**config.mk**
```make
export PLATFORM = sky130hd
export DESIGN_NAME = hazard_ctrl_flat
export DESIGN_NICKNAME = d
export VERILOG_FILES = /design/src/rtl/hazard_pkg.sv /design/src/rtl/hazard_ctrl_if.sv /design/src/rtl/hazard_ctrl_miss_fsm.sv /design/src/rtl/hazard_ctrl.sv /design/src/flat_wrapper.sv
export SDC_FILE = /design/constraint.sdc
export NUM_CORES = 1
export LEC_CHECK = 0
export ABC_AREA = 0
export CAP_MARGIN = 20
export CORE_MARGIN = 1.5
export CORE_UTILIZATION = 55
export CTS_CLUSTER_DIAMETER = 100
export CTS_CLUSTER_SIZE = 25
export DETAILED_ROUTE_END_ITERATION = 8
export DONT_BUFFER_PORTS = 1
export PLACE_DENSITY = 0.84
export SLEW_MARGIN = 30
export SYNTH_ARGS = -nofsm -noshare
export SYNTH_HDL_FRONTEND = slang
export SYNTH_HIERARCHICAL = 1
export SYNTH_SLANG_ARGS = --single-unit
```
**constraint.sdc**
```tcl
create_clock -name clk -period 2.28 [get_ports clk]
set_clock_uncertainty 0.05 [all_clocks]
set_input_delay 0.57 -clock clk [delete_from_list [all_inputs] [get_ports clk]]
set_output_delay 0.57 -clock clk [all_outputs]
set_load 0.05 [all_outputs]
```
**src/rtl/hazard_pkg.sv**
```systemverilog
// -----------------------------------------------------------------------------
// hazard_pkg
// Shared types and constants for the hazard controller slice.
//   miss_state_t    : data-cache miss sequencer states
//   RESULT_SRC_LOAD : ResultSrc encoding that marks a load in execute
//   f_is_load       : decodes ResultSrc into a load flag
// -----------------------------------------------------------------------------
package hazard_pkg;

  typedef enum logic [1:0] {
    IDLE   = 2'b00,
    MISS   = 2'b01,
    REPLAY = 2'b10
  } miss_state_t;

  localparam logic [1:0] RESULT_SRC_LOAD = 2'b01;

  function automatic logic f_is_load(input logic [1:0] result_src);
    return (result_src == RESULT_SRC_LOAD);
  endfunction

endpackage

```
**src/rtl/hazard_ctrl_if.sv**
```systemverilog
// -----------------------------------------------------------------------------
// hazard_ctrl_if
// Bundles the pipeline-facing hazard signals.
//   master : pipeline/cache side (drives hazard sources, observes controls)
//   slave  : hazard controller side (observes sources, drives controls)
// Signals:
//   Rs1_d, Rs2_d, Rd_e, ResultSrc_e, RegWrite_e, valid_e, PCSrc_e : decode/execute info
//   mem_req_m, cache_hit_m, refill_done                            : memory stage / cache
//   refill_req                                                     : refill start pulse
//   en_f, en_d, en_e, en_m, en_w, flush_d, flush_e, valid_w        : stage controls
//   stall_cycles, err_timeout                                      : perf counter, sticky error
// -----------------------------------------------------------------------------
interface hazard_ctrl_if #(
  parameter int DATA_WIDTH     = 32,
  parameter int REG_ADDR_WIDTH = 5
);

  logic [REG_ADDR_WIDTH-1:0] Rs1_d;
  logic [REG_ADDR_WIDTH-1:0] Rs2_d;
  logic [REG_ADDR_WIDTH-1:0] Rd_e;
  logic [1:0]                ResultSrc_e;
  logic                      RegWrite_e;
  logic                      valid_e;
  logic                      PCSrc_e;
  logic                      mem_req_m;
  logic                      cache_hit_m;
  logic                      refill_done;
  logic                      refill_req;
  logic                      en_f;
  logic                      en_d;
  logic                      en_e;
  logic                      en_m;
  logic                      en_w;
  logic                      flush_d;
  logic                      flush_e;
  logic                      valid_w;
  logic [DATA_WIDTH-1:0]     stall_cycles;
  logic                      err_timeout;

  modport master (
    output Rs1_d, Rs2_d, Rd_e, ResultSrc_e, RegWrite_e, valid_e, PCSrc_e,
    output mem_req_m, cache_hit_m, refill_done,
    input  refill_req, en_f, en_d, en_e, en_m, en_w, flush_d, flush_e, valid_w,
    input  stall_cycles, err_timeout
  );

  modport slave (
    input  Rs1_d, Rs2_d, Rd_e, ResultSrc_e, RegWrite_e, valid_e, PCSrc_e,
    input  mem_req_m, cache_hit_m, refill_done,
    output refill_req, en_f, en_d, en_e, en_m, en_w, flush_d, flush_e, valid_w,
    output stall_cycles, err_timeout
  );

endinterface

```
**src/rtl/hazard_ctrl_miss_fsm.sv**
```systemverilog
// -----------------------------------------------------------------------------
// miss_fsm
// Data-cache miss sequencer: IDLE -> MISS on a missing access, MISS -> REPLAY
// on refill completion, REPLAY -> IDLE. Also owns the miss timeout counter and
// the sticky timeout error.
// Ports:
//   i_clk, i_rst      : clock, synchronous active-high reset
//   i_mem_req         : valid load/store in memory stage
//   i_cache_hit       : cache hit for the current access
//   i_refill_done     : refill complete pulse
//   o_miss_stall      : pipeline must freeze this cycle
//   o_refill_req      : refill start pulse (IDLE -> MISS only)
//   o_err_timeout     : sticky timeout flag
// -----------------------------------------------------------------------------
module miss_fsm
  import hazard_pkg::*;
#(
  parameter int MISS_TIMEOUT = 255
) (
  input  logic i_clk,
  input  logic i_rst,
  input  logic i_mem_req,
  input  logic i_cache_hit,
  input  logic i_refill_done,
  output logic o_miss_stall,
  output logic o_refill_req,
  output logic o_err_timeout
);

  localparam int CNT_W = $clog2(MISS_TIMEOUT + 1);
  localparam logic [CNT_W-1:0] CNT_MAX  = CNT_W'(MISS_TIMEOUT);
  localparam logic [CNT_W-1:0] CNT_LAST = CNT_W'(MISS_TIMEOUT - 1);
  localparam logic [CNT_W-1:0] CNT_ONE  = CNT_W'(1);
  localparam logic [CNT_W-1:0] CNT_ZERO = CNT_W'(0);

  miss_state_t       r_state;
  miss_state_t       w_state_nxt;
  logic [CNT_W-1:0]  r_to_cnt;
  logic              r_err_timeout;
  logic              w_miss_detect;

  // A refill_done in the detection cycle is ignored because only MISS reacts to it.
  assign w_miss_detect = (r_state == IDLE) && i_mem_req && !i_cache_hit;

  // State register.
  always_ff @(posedge i_clk) begin
    if (i_rst) begin
      r_state <= IDLE;
    end else begin
      r_state <= w_state_nxt;
    end
  end

  // Next-state logic.
  always_comb begin
    w_state_nxt = IDLE;
    case (r_state)
      IDLE: begin
        if (w_miss_detect) begin
          w_state_nxt = MISS;
        end else begin
          w_state_nxt = IDLE;
        end
      end
      MISS: begin
        if (i_refill_done) begin
          w_state_nxt = REPLAY;
        end else begin
          w_state_nxt = MISS;
        end
      end
      REPLAY:  w_state_nxt = IDLE;
      default: w_state_nxt = IDLE;
    endcase
  end

  // Output decode; an illegal encoding stalls until the FSM recovers to IDLE.
  always_comb begin
    o_miss_stall = 1'b1;
    o_refill_req = 1'b0;
    case (r_state)
      IDLE: begin
        o_miss_stall = w_miss_detect;
        o_refill_req = w_miss_detect && !i_rst;
      end
      MISS: begin
        o_miss_stall = 1'b1;
        o_refill_req = 1'b0;
      end
      REPLAY: begin
        o_miss_stall = 1'b1;
        o_refill_req = 1'b0;
      end
      default: begin
        o_miss_stall = 1'b1;
        o_refill_req = 1'b0;
      end
    endcase
  end

  // Timeout counter: cleared on MISS entry, saturating count of MISS cycles;
  // the error latches on the edge that brings the count to MISS_TIMEOUT.
  always_ff @(posedge i_clk) begin
    if (i_rst) begin
      r_to_cnt      <= CNT_ZERO;
      r_err_timeout <= 1'b0;
    end else begin
      if (w_miss_detect) begin
        r_to_cnt <= CNT_ZERO;
      end else if ((r_state == MISS) && (r_to_cnt != CNT_MAX)) begin
        r_to_cnt <= r_to_cnt + CNT_ONE;
      end else begin
        r_to_cnt <= r_to_cnt;
      end
      if ((r_state == MISS) && (r_to_cnt == CNT_LAST)) begin
        r_err_timeout <= 1'b1;
      end else begin
        r_err_timeout <= r_err_timeout;
      end
    end
  end

  assign o_err_timeout = r_err_timeout;

endmodule

```
**src/rtl/hazard_ctrl.sv**
```systemverilog
// -----------------------------------------------------------------------------
// hazard_ctrl
// Central stall/flush sequencer. Combines cache-miss stalls, branch redirects
// and load-use hazards (priority in that order) into per-stage enables and
// flushes, and counts cycles in which fetch is held.
// Ports:
//   clk, rst : clock, synchronous active-high reset
//   bus      : hazard_ctrl_if.slave (sources in, stage controls/counters out)
// -----------------------------------------------------------------------------
module hazard_ctrl
  import hazard_pkg::*;
#(
  parameter int DATA_WIDTH     = 32,
  parameter int REG_ADDR_WIDTH = 5,
  parameter int MISS_TIMEOUT   = 255
) (
  input  logic          clk,
  input  logic          rst,
  hazard_ctrl_if.slave  bus
);

  localparam logic [REG_ADDR_WIDTH-1:0] X0_REG   = {REG_ADDR_WIDTH{1'b0}};
  localparam logic [DATA_WIDTH-1:0]     CNT_ONE  = {{(DATA_WIDTH-1){1'b0}}, 1'b1};
  localparam logic [DATA_WIDTH-1:0]     CNT_ZERO = {DATA_WIDTH{1'b0}};

  logic                  w_miss_stall;
  logic                  w_refill_req;
  logic                  w_err_timeout;
  logic                  w_load_use;
  logic                  w_redirect;
  logic                  w_en_f;
  logic                  w_en_d;
  logic                  w_en_e;
  logic                  w_en_m;
  logic                  w_en_w;
  logic                  w_flush_d;
  logic                  w_flush_e;
  logic                  w_valid_w;
  logic [DATA_WIDTH-1:0] r_stall_cycles;

  miss_fsm #(
    .MISS_TIMEOUT (MISS_TIMEOUT)
  ) u_miss_fsm (
    .i_clk         (clk),
    .i_rst         (rst),
    .i_mem_req     (bus.mem_req_m),
    .i_cache_hit   (bus.cache_hit_m),
    .i_refill_done (bus.refill_done),
    .o_miss_stall  (w_miss_stall),
    .o_refill_req  (w_refill_req),
    .o_err_timeout (w_err_timeout)
  );

  // Writes to x0 never create a dependency.
  assign w_load_use = bus.valid_e && bus.RegWrite_e && f_is_load(bus.ResultSrc_e) &&
                      (bus.Rd_e != X0_REG) &&
                      ((bus.Rd_e == bus.Rs1_d) || (bus.Rd_e == bus.Rs2_d));

  assign w_redirect = bus.valid_e && bus.PCSrc_e;

  // Priority resolution: a miss freezes everything (the branch re-resolves
  // later), a redirect squashes the wrong-path load-use, load-use bubbles EX.
  always_comb begin
    w_en_f    = 1'b1;
    w_en_d    = 1'b1;
    w_en_e    = 1'b1;
    w_en_m    = 1'b1;
    w_en_w    = 1'b1;
    w_flush_d = 1'b0;
    w_flush_e = 1'b0;
    w_valid_w = 1'b1;
    if (w_miss_stall) begin
      w_en_f    = 1'b0;
      w_en_d    = 1'b0;
      w_en_e    = 1'b0;
      w_en_m    = 1'b0;
      w_en_w    = 1'b0;
      w_valid_w = 1'b0;
    end else if (w_redirect) begin
      w_flush_d = 1'b1;
      w_flush_e = 1'b1;
    end else if (w_load_use) begin
      w_en_f    = 1'b0;
      w_en_d    = 1'b0;
      w_flush_e = 1'b1;
    end else begin
      w_en_f    = 1'b1;
      w_en_d    = 1'b1;
    end
  end

  // Performance counter of fetch-held cycles, wrapping naturally.
  always_ff @(posedge clk) begin
    if (rst) begin
      r_stall_cycles <= CNT_ZERO;
    end else if (!w_en_f) begin
      r_stall_cycles <= r_stall_cycles + CNT_ONE;
    end else begin
      r_stall_cycles <= r_stall_cycles;
    end
  end

  assign bus.en_f         = w_en_f;
  assign bus.en_d         = w_en_d;
  assign bus.en_e         = w_en_e;
  assign bus.en_m         = w_en_m;
  assign bus.en_w         = w_en_w;
  assign bus.flush_d      = w_flush_d;
  assign bus.flush_e      = w_flush_e;
  assign bus.valid_w      = w_valid_w;
  assign bus.refill_req   = w_refill_req;
  assign bus.err_timeout  = w_err_timeout;
  assign bus.stall_cycles = r_stall_cycles;

endmodule

```
**src/flat_wrapper.sv**
```systemverilog
// flat-port wrapper written by rule: the top's interface ports become plain ports
module hazard_ctrl_flat import hazard_pkg::*;
#(
  parameter int DATA_WIDTH     = 32,
  parameter int REG_ADDR_WIDTH = 5,
  parameter int MISS_TIMEOUT   = 255
)
  (clk, rst, bus_Rs1_d, bus_Rs2_d, bus_Rd_e, bus_ResultSrc_e, bus_RegWrite_e, bus_valid_e, bus_PCSrc_e, bus_mem_req_m, bus_cache_hit_m, bus_refill_done, bus_refill_req, bus_en_f, bus_en_d, bus_en_e, bus_en_m, bus_en_w, bus_flush_d, bus_flush_e, bus_valid_w, bus_stall_cycles, bus_err_timeout);
  hazard_ctrl_if #(.DATA_WIDTH(DATA_WIDTH), .REG_ADDR_WIDTH(REG_ADDR_WIDTH)) bus_i ();
  input  logic clk;
  input  logic rst;
  input wire logic [$bits(bus_i.Rs1_d)-1:0] bus_Rs1_d;
  input wire logic [$bits(bus_i.Rs2_d)-1:0] bus_Rs2_d;
  input wire logic [$bits(bus_i.Rd_e)-1:0] bus_Rd_e;
  input wire logic [$bits(bus_i.ResultSrc_e)-1:0] bus_ResultSrc_e;
  input wire logic [$bits(bus_i.RegWrite_e)-1:0] bus_RegWrite_e;
  input wire logic [$bits(bus_i.valid_e)-1:0] bus_valid_e;
  input wire logic [$bits(bus_i.PCSrc_e)-1:0] bus_PCSrc_e;
  input wire logic [$bits(bus_i.mem_req_m)-1:0] bus_mem_req_m;
  input wire logic [$bits(bus_i.cache_hit_m)-1:0] bus_cache_hit_m;
  input wire logic [$bits(bus_i.refill_done)-1:0] bus_refill_done;
  output wire logic [$bits(bus_i.refill_req)-1:0] bus_refill_req;
  output wire logic [$bits(bus_i.en_f)-1:0] bus_en_f;
  output wire logic [$bits(bus_i.en_d)-1:0] bus_en_d;
  output wire logic [$bits(bus_i.en_e)-1:0] bus_en_e;
  output wire logic [$bits(bus_i.en_m)-1:0] bus_en_m;
  output wire logic [$bits(bus_i.en_w)-1:0] bus_en_w;
  output wire logic [$bits(bus_i.flush_d)-1:0] bus_flush_d;
  output wire logic [$bits(bus_i.flush_e)-1:0] bus_flush_e;
  output wire logic [$bits(bus_i.valid_w)-1:0] bus_valid_w;
  output wire logic [$bits(bus_i.stall_cycles)-1:0] bus_stall_cycles;
  output wire logic [$bits(bus_i.err_timeout)-1:0] bus_err_timeout;
  assign bus_i.Rs1_d = bus_Rs1_d;
  assign bus_i.Rs2_d = bus_Rs2_d;
  assign bus_i.Rd_e = bus_Rd_e;
  assign bus_i.ResultSrc_e = bus_ResultSrc_e;
  assign bus_i.RegWrite_e = bus_RegWrite_e;
  assign bus_i.valid_e = bus_valid_e;
  assign bus_i.PCSrc_e = bus_PCSrc_e;
  assign bus_i.mem_req_m = bus_mem_req_m;
  assign bus_i.cache_hit_m = bus_cache_hit_m;
  assign bus_i.refill_done = bus_refill_done;
  assign bus_refill_req = bus_i.refill_req;
  assign bus_en_f = bus_i.en_f;
  assign bus_en_d = bus_i.en_d;
  assign bus_en_e = bus_i.en_e;
  assign bus_en_m = bus_i.en_m;
  assign bus_en_w = bus_i.en_w;
  assign bus_flush_d = bus_i.flush_d;
  assign bus_flush_e = bus_i.flush_e;
  assign bus_valid_w = bus_i.valid_w;
  assign bus_stall_cycles = bus_i.stall_cycles;
  assign bus_err_timeout = bus_i.err_timeout;
  hazard_ctrl #(.DATA_WIDTH(DATA_WIDTH), .REG_ADDR_WIDTH(REG_ADDR_WIDTH), .MISS_TIMEOUT(MISS_TIMEOUT)) u_core (.clk(clk), .rst(rst), .bus(bus_i));
endmodule
```
==> reports/metrics.csv, run 1 <==
metric,value,unit
Crit. End Element,primary output,
Post-synth top flop,dfxtp_1,
total of max-cap violations,0,
CP max stage cell,or4b_1,
Mapped Cells,282,
CTS tree,built,
Least-Margin Pin Slew,0.6164,ns
number of port buffers,0,
Die Y,68.21,um
synthesized area,2338,um^2
layout cells sized above 1,17.10,%
nets,337,
Post-CTS Setup Bufs,0,
ratio of final minimum period to clock period,95.10,%
Layout area overhead,17.55,%
critical-path cell list,or4b_1 > nor2_2 > buf_12,
CTS sink cnt,43,
clock transition at the registers of the reported paths,0.08,ns
Root Driver,clkbuf_8,
first-pass GRT wire length,8956,um
RSZ-0062 raised after global routing,no,
Initial Util,57.63,%
Yosys reg bits,43,
Post-Syn Area per Cell,8.293,um^2
Iter 0 DRT Violations,221,
"Clk Latency, worst-skew pair",0.30,ns
n_diodes,0,
ANT nets after route,0,
hold buffer count at cts,0,
DR vias,2184,
Tmin final,2.168,ns
DRT Pass-1 Iters,4,
PwrDens,546.6,nW/um^2
initial antenna violation count,0,
"Slew Viols, Final",0,
HPWL Detailed,3999,um
crit path kind,flop to primary output,
CP Launch Type,flop,
CTS resizes,0,
worst-path maximum fanout,7,
sequential area share after synthesis,36.81,%
Post-synth ARST share,0,%
final setup vio count,0,
Clock H-tree levels,2,
worst hold path class,primary input to flop,
core area,4058,um^2
Netlist cell types,43,
post-route insts no fill,360,
slew margin rel.,58.75,%
GRT Total Usage,25.26,%
required time of the critical path,1.66,ns
Leak,0.9302,nW
Longest Clk Path Bufs,2,
synthesized net count,310,
vias per inst,6.067,
global route total overflow,0,
Die Wd,68.21,um
pre-CTS setup slack,0.01576,ns
Post-synth EDFFs,0,
final core utilization,67.75,%
final hold slack,0.2860,ns
largest net degree at the start of global routing,38,
DP Cell Count,352,
drt drc,0,
Avg WL per Cell,15.27,um
vias in the first global route,2078,
I/O pin cnt,67,
outcome,"complete, no violations",
Max Clk Rate,461.2,MHz
Critical Path AT,1.55,ns
full die area,4652,um^2
Fin. Hold Viols,0,
row cnt,23,
Synth warnings,6,
"slowest stage delay, CP",0.58,ns
CTS buffer count,5,
Placer Congestion,0.7706,
final setup margin,0.1117,ns
VDD IR max,0.3792,mV
DRT Wirelength,5496,um
## cell type report
| cell class | count | area [um^2] |
|---|---|---|
| Multi-Input combinational cell | 218 | 1374 |
| Fill cell | 321 | 1309 |
| Sequential cell | 43 | 860.8 |
| Timing Repair Buffer | 36 | 332.8 |
| Clock buffer | 8 | 100.1 |
| Tap cell | 50 | 62.56 |
| Inverter | 5 | 18.77 |
## per-layer routing
layer  wire length, um  GRT usage (%)  up-vias
met1              2419          30.35     1031
li1                  -              -     1111
met4                53          8.250        0
met5                 0          1.250        -
met3               223          7.237        5
met2              2799          43.08       37
## worst paths after layout
check | cells past startpoint | slack [ns] | end | from
worst max-delay path | 3 | 0.11 | bus_refill_req | u_core/u_miss_fsm/r_state[0]
worst min-delay path | 1 | 0.29 | u_core/u_miss_fsm/o_err_timeout | rst
worst max register to register | 6 | 0.17 | u_core/bus.stall_cycles[25] | u_core/bus.stall_cycles[10]
worst min register to register | 2 | 0.47 | u_core/bus.stall_cycles[23] | u_core/bus.stall_cycles[23]
## worst max-delay path, delay by kind of cell (launching register included)
kind	cells	cell delay, ns
buf+inv	1	0.15
simple gates	2	0.73
flops	1	0.37
## metrics by stage
stage | power, mW | area, um^2 | TNS, ns
floorplan | 0.9492 | 2351 | -0.1520
global placement | 0.9823 | 2649 | 0
detailed placement | 0.9879 | 2649 | 0
CTS | 1.509 | 2749 | 0
global route | 1.559 | 2749 | 0
finish | 1.503 | 2749 | 0
## cell usage in the layout, fill, tap and decap left out, drive strengths merged, types with 3 or more instances in the layout
| cell | n |
|---|---|
| inv | 5 |
| nand2 | 21 |
| or3 | 25 |
| ha | 3 |
| clkbuf | 8 |
| nor2 | 13 |
| nand3 | 20 |
| mux2i | 3 |
| xnor2 | 10 |
| and3 | 7 |
| nand4 | 9 |
| a211oi | 5 |
| a21oi | 34 |
| o31ai | 6 |
| and4 | 3 |
| dfxtp | 43 |
| o21ai | 24 |
| buf | 36 |
| or4 | 7 |
| a41oi | 4 |
## where the power goes
part / leakage (nW) / switching (mW) / internal (mW)
combinational: 0.532 / 0.136 / 0.0710
sequential: 0.347 / 0.00727 / 0.757
clock: 0.0515 / 0.255 / 0.277
## synthesized netlist by cell type, types with 2 or more instances
| cell type | instances | area [um^2] |
|---|---|---|
| a211oi_1 | 5 | 37.54 |
| a21boi_0 | 2 | 15.01 |
| a21oi_1 | 34 | 170.2 |
| a41oi_1 | 4 | 35.03 |
| and3_1 | 7 | 43.79 |
| and4_1 | 3 | 26.28 |
| and4b_1 | 2 | 20.02 |
| buf_2 | 2 | 10.01 |
| buf_4 | 4 | 30.03 |
| buf_6 | 3 | 33.78 |
| clkbuf_1 | 7 | 26.28 |
| dfxtp_1 | 43 | 860.8 |
| ha_1 | 3 | 37.54 |
| inv_1 | 5 | 18.77 |
| mux2i_1 | 3 | 30.03 |
| nand2_1 | 20 | 75.07 |
| nand2b_1 | 2 | 12.51 |
| nand3_1 | 19 | 95.09 |
| nand3b_1 | 2 | 15.01 |
| nand4_1 | 8 | 50.05 |
| nor2_1 | 13 | 48.80 |
| nor3_1 | 2 | 10.01 |
| o21ai_0 | 24 | 120.1 |
| o31ai_1 | 6 | 45.04 |
| or3_1 | 25 | 156.4 |
| or4_1 | 7 | 52.55 |
| or4b_1 | 2 | 20.02 |
| xnor2_1 | 10 | 87.58 |
## cell families (layout without fill, tap and decap cells)
logic type | Yosys count | after routing | share of synthesized area [%]
compound gates | 80 | 80 | 20.17
xor+xnor | 11 | 11 | 4.120
fa+ha+maj | 3 | 3 | 1.605
buf+inv | 21 | 49 | 5.083
flops | 43 | 43 | 36.81
mux | 4 | 4 | 1.766
simple gates | 120 | 120 | 30.44
## flip-flops by register name (all words and copies together), names as in the netlist
name	count
u_core/u_miss_fsm/r_state	2
u_core/bus.stall_cycles	32
u_core/u_miss_fsm/r_to_cnt	8
u_core/u_miss_fsm/o_err_timeout	1
Note: power is estimated with default switching activity, not from simulation.
==> inputs of run 2 (changes only) <==
--- a/config.mk
+++ b/config.mk
@@ -7,13 +7,11 @@
 export LEC_CHECK = 0
 export ABC_AREA = 0
 export CAP_MARGIN = 20
-export CORE_MARGIN = 1.5
-export CORE_UTILIZATION = 55
+export CORE_UTILIZATION = 43
 export CTS_CLUSTER_DIAMETER = 100
 export CTS_CLUSTER_SIZE = 25
 export DETAILED_ROUTE_END_ITERATION = 8
-export DONT_BUFFER_PORTS = 1
-export PLACE_DENSITY = 0.84
+export PLACE_DENSITY = 0.87
 export SLEW_MARGIN = 30
 export SYNTH_ARGS = -nofsm -noshare
 export SYNTH_HDL_FRONTEND = slang
==> reports/metrics.csv, run 2 (synthesis results as in run 1) <==
metric,value,unit,change
outcome,"complete, but fails checks",,"was complete, no violations"
failing checks,setup timing,,
Iter 0 DRT Violations,153,,was 221
total of max-cap violations,0,,unchanged
Worst Hold Path Cells,2,,was 1
Fin. Hold Viols,0,,unchanged
Tmin final,2.283,ns,was 2.168 ns
Comb pwr share,21.9,%,was 13.7%
Leak,1.193,nW,was 0.9302 nW
"most common cell after layout, fill and taps aside",dfxtp_1,,unchanged
Avg WL per Cell,15.64,um,was 15.27 um
HPWL Detailed,4446,um,was 3999 um
CTS buffer count,5,,unchanged
global route total overflow,0,,unchanged
full die area,5737,um^2,was 4652 um^2
Max Clk Rate,438.0,MHz,was 461.2 MHz
Longest Clk Path Bufs,2,,unchanged
largest net degree at the start of global routing,37,,was 38
Fillers,397,,was 321
P_int,1.211,mW,was 1.105 mW
cells on worst reg2reg path,6,,unchanged
ANT nets after route,0,,unchanged
pre-CTS setup slack,-0.4683,ns,was 0.01576 ns
row cnt,26,,was 23
layout cells sized above 1,21.51,%,was 17.10%
Critical Path AT,1.66,ns,was 1.55 ns
required time of the critical path,1.66,ns,about the same
n_diodes,0,,unchanged
CP Launch Type,primary input,,was flop
slew margin rel.,64.69,%,was 58.75%
vias per inst,5.843,,was 6.067
"Clk Latency, worst-skew pair",0.29,ns,was 0.30 ns
clock transition at the registers of the reported paths,0.08,ns,about the same
most frequent cells in the layout,"dfxtp_1 (43), clkdlybuf4s50_1 (35), a21oi_1 (32)",,"was dfxtp_1 (43), a21oi_1 (33), buf_4 (31)"
nets,385,,was 337
number of port buffers,66,,was 0
"Slew Viols, Final",0,,unchanged
part of the power in registers,46.0,%,was 50.9%
final setup margin,-0.003204,ns,was 0.1117 ns
Crit. End Element,primary output,,unchanged
drt drc,0,,unchanged
Root Driver,clkbuf_8,,unchanged
final setup vio count,1,,was 0
CTS sink cnt,43,,unchanged
first-pass GRT wire length,10140,um,was 8956 um
DRT Wirelength,6694,um,was 5496 um
Least-Margin Pin Slew,0.5280,ns,was 0.6164 ns
PwrDens,486.6,nW/um^2,was 546.6 nW/um^2
worst hold path class,flop to flop,,was primary input to flop
final core utilization,66.42,%,was 67.75%
I/O pin cnt,67,,unchanged
DR vias,2501,,was 2184
final hold slack,0.4381,ns,was 0.2860 ns
Setup TNS Final,-0.003204,ns,was 0 ns
Final Power,1.672,mW,was 1.503 mW
Placer Congestion,0.8029,,was 0.7706
Initial Util,45.21,%,was 57.63%
worst-path maximum fanout,3,,was 7
ratio of final minimum period to clock period,100.1,%,was 95.10%
core area,5172,um^2,was 4058 um^2
CTS tree,built,,unchanged
max FFs per register,32,,unchanged
vias in the first global route,2248,,was 2078
Clock H-tree levels,2,,unchanged
clock share of power,32.1,%,was 35.4%
GRT Total Usage,23.19,%,was 25.26%
Die Y,75.75,um,was 68.21 um
DRT Pass-1 Iters,5,,was 4
initial antenna violation count,0,,unchanged
Switch Pwr,0.4609,mW,was 0.3976 mW
Die Wd,75.75,um,was 68.21 um
crit path kind,primary input to primary output,,was flop to primary output
Switching Share,27.57,%,was 26.46%
Layout area overhead,46.92,%,was 17.55%
VDD IR max,0.3526,mV,was 0.3792 mV
run 2: final cells by class:
cell class / count / area [um^2] / share of cell area [%]
well taps: 70 / 87.58 / 2.549
clock buffers: 8 / 100.1 / 2.913
multi-input cells: 218 / 1499 / 43.63
flip-flops and latches: 43 / 860.8 / 25.05
inverters: 5 / 18.77 / 0.5462
repair buffers: 84 / 869.6 / 25.31
run 2: path summary, 6_finish.rpt:
kind                                       to  slack [ns]                         from
setup reg to reg  u_core/bus.stall_cycles[29]        0.22   u_core/bus.stall_cycles[8]
hold / removal    u_core/bus.stall_cycles[31]        0.44  u_core/bus.stall_cycles[31]
hold reg to reg   u_core/bus.stall_cycles[31]        0.44  u_core/bus.stall_cycles[31]
setup / recovery                  bus_flush_e      -0.003                  bus_Rd_e[0]
run 2: per-stage QoR:
step	area, um^2	instances
after floorplan	2351	282
after global placement	3229	417
after detailed placement	3229	417
after CTS	3362	428
after global routing	3436	428
final	3436	428
run 2: power groups by stage:
stage	Clock, mW	Combinational (mW)	Sequential [mW]
2_1_floorplan	0	0.149	0.800
3_3_place_gp	0	0.318	0.786
3_5_place_dp	0	0.323	0.787
4_1_cts	0.542	0.340	0.769
5_1_grt	0.581	0.386	0.771
6_report	0.536	0.366	0.769
run 2: critical path, stage by stage:
cell     delay, ns
buf_2         0.14
xnor2_2       0.19
nand3_2       0.11
o22ai_4       0.21
nand2_2       0.11
a21oi_4       0.18
buf_12        0.15
run 2: layer usage:
metal / global-route usage [%] / share of wire (%)
met5: 0 / 0
met4: 10.29 / 2.3
met3: 4.233 / 4.4
met2: 39.63 / 51
met1: 28.36 / 43
run 2: repair_timing:
item,in CTS,in global routing
hold buffers,0,0
buffers inserted,2,0
pin swaps,20,18
endpoints found under the setup margin,37,19
resized for setup,58,32
cloned,1,0
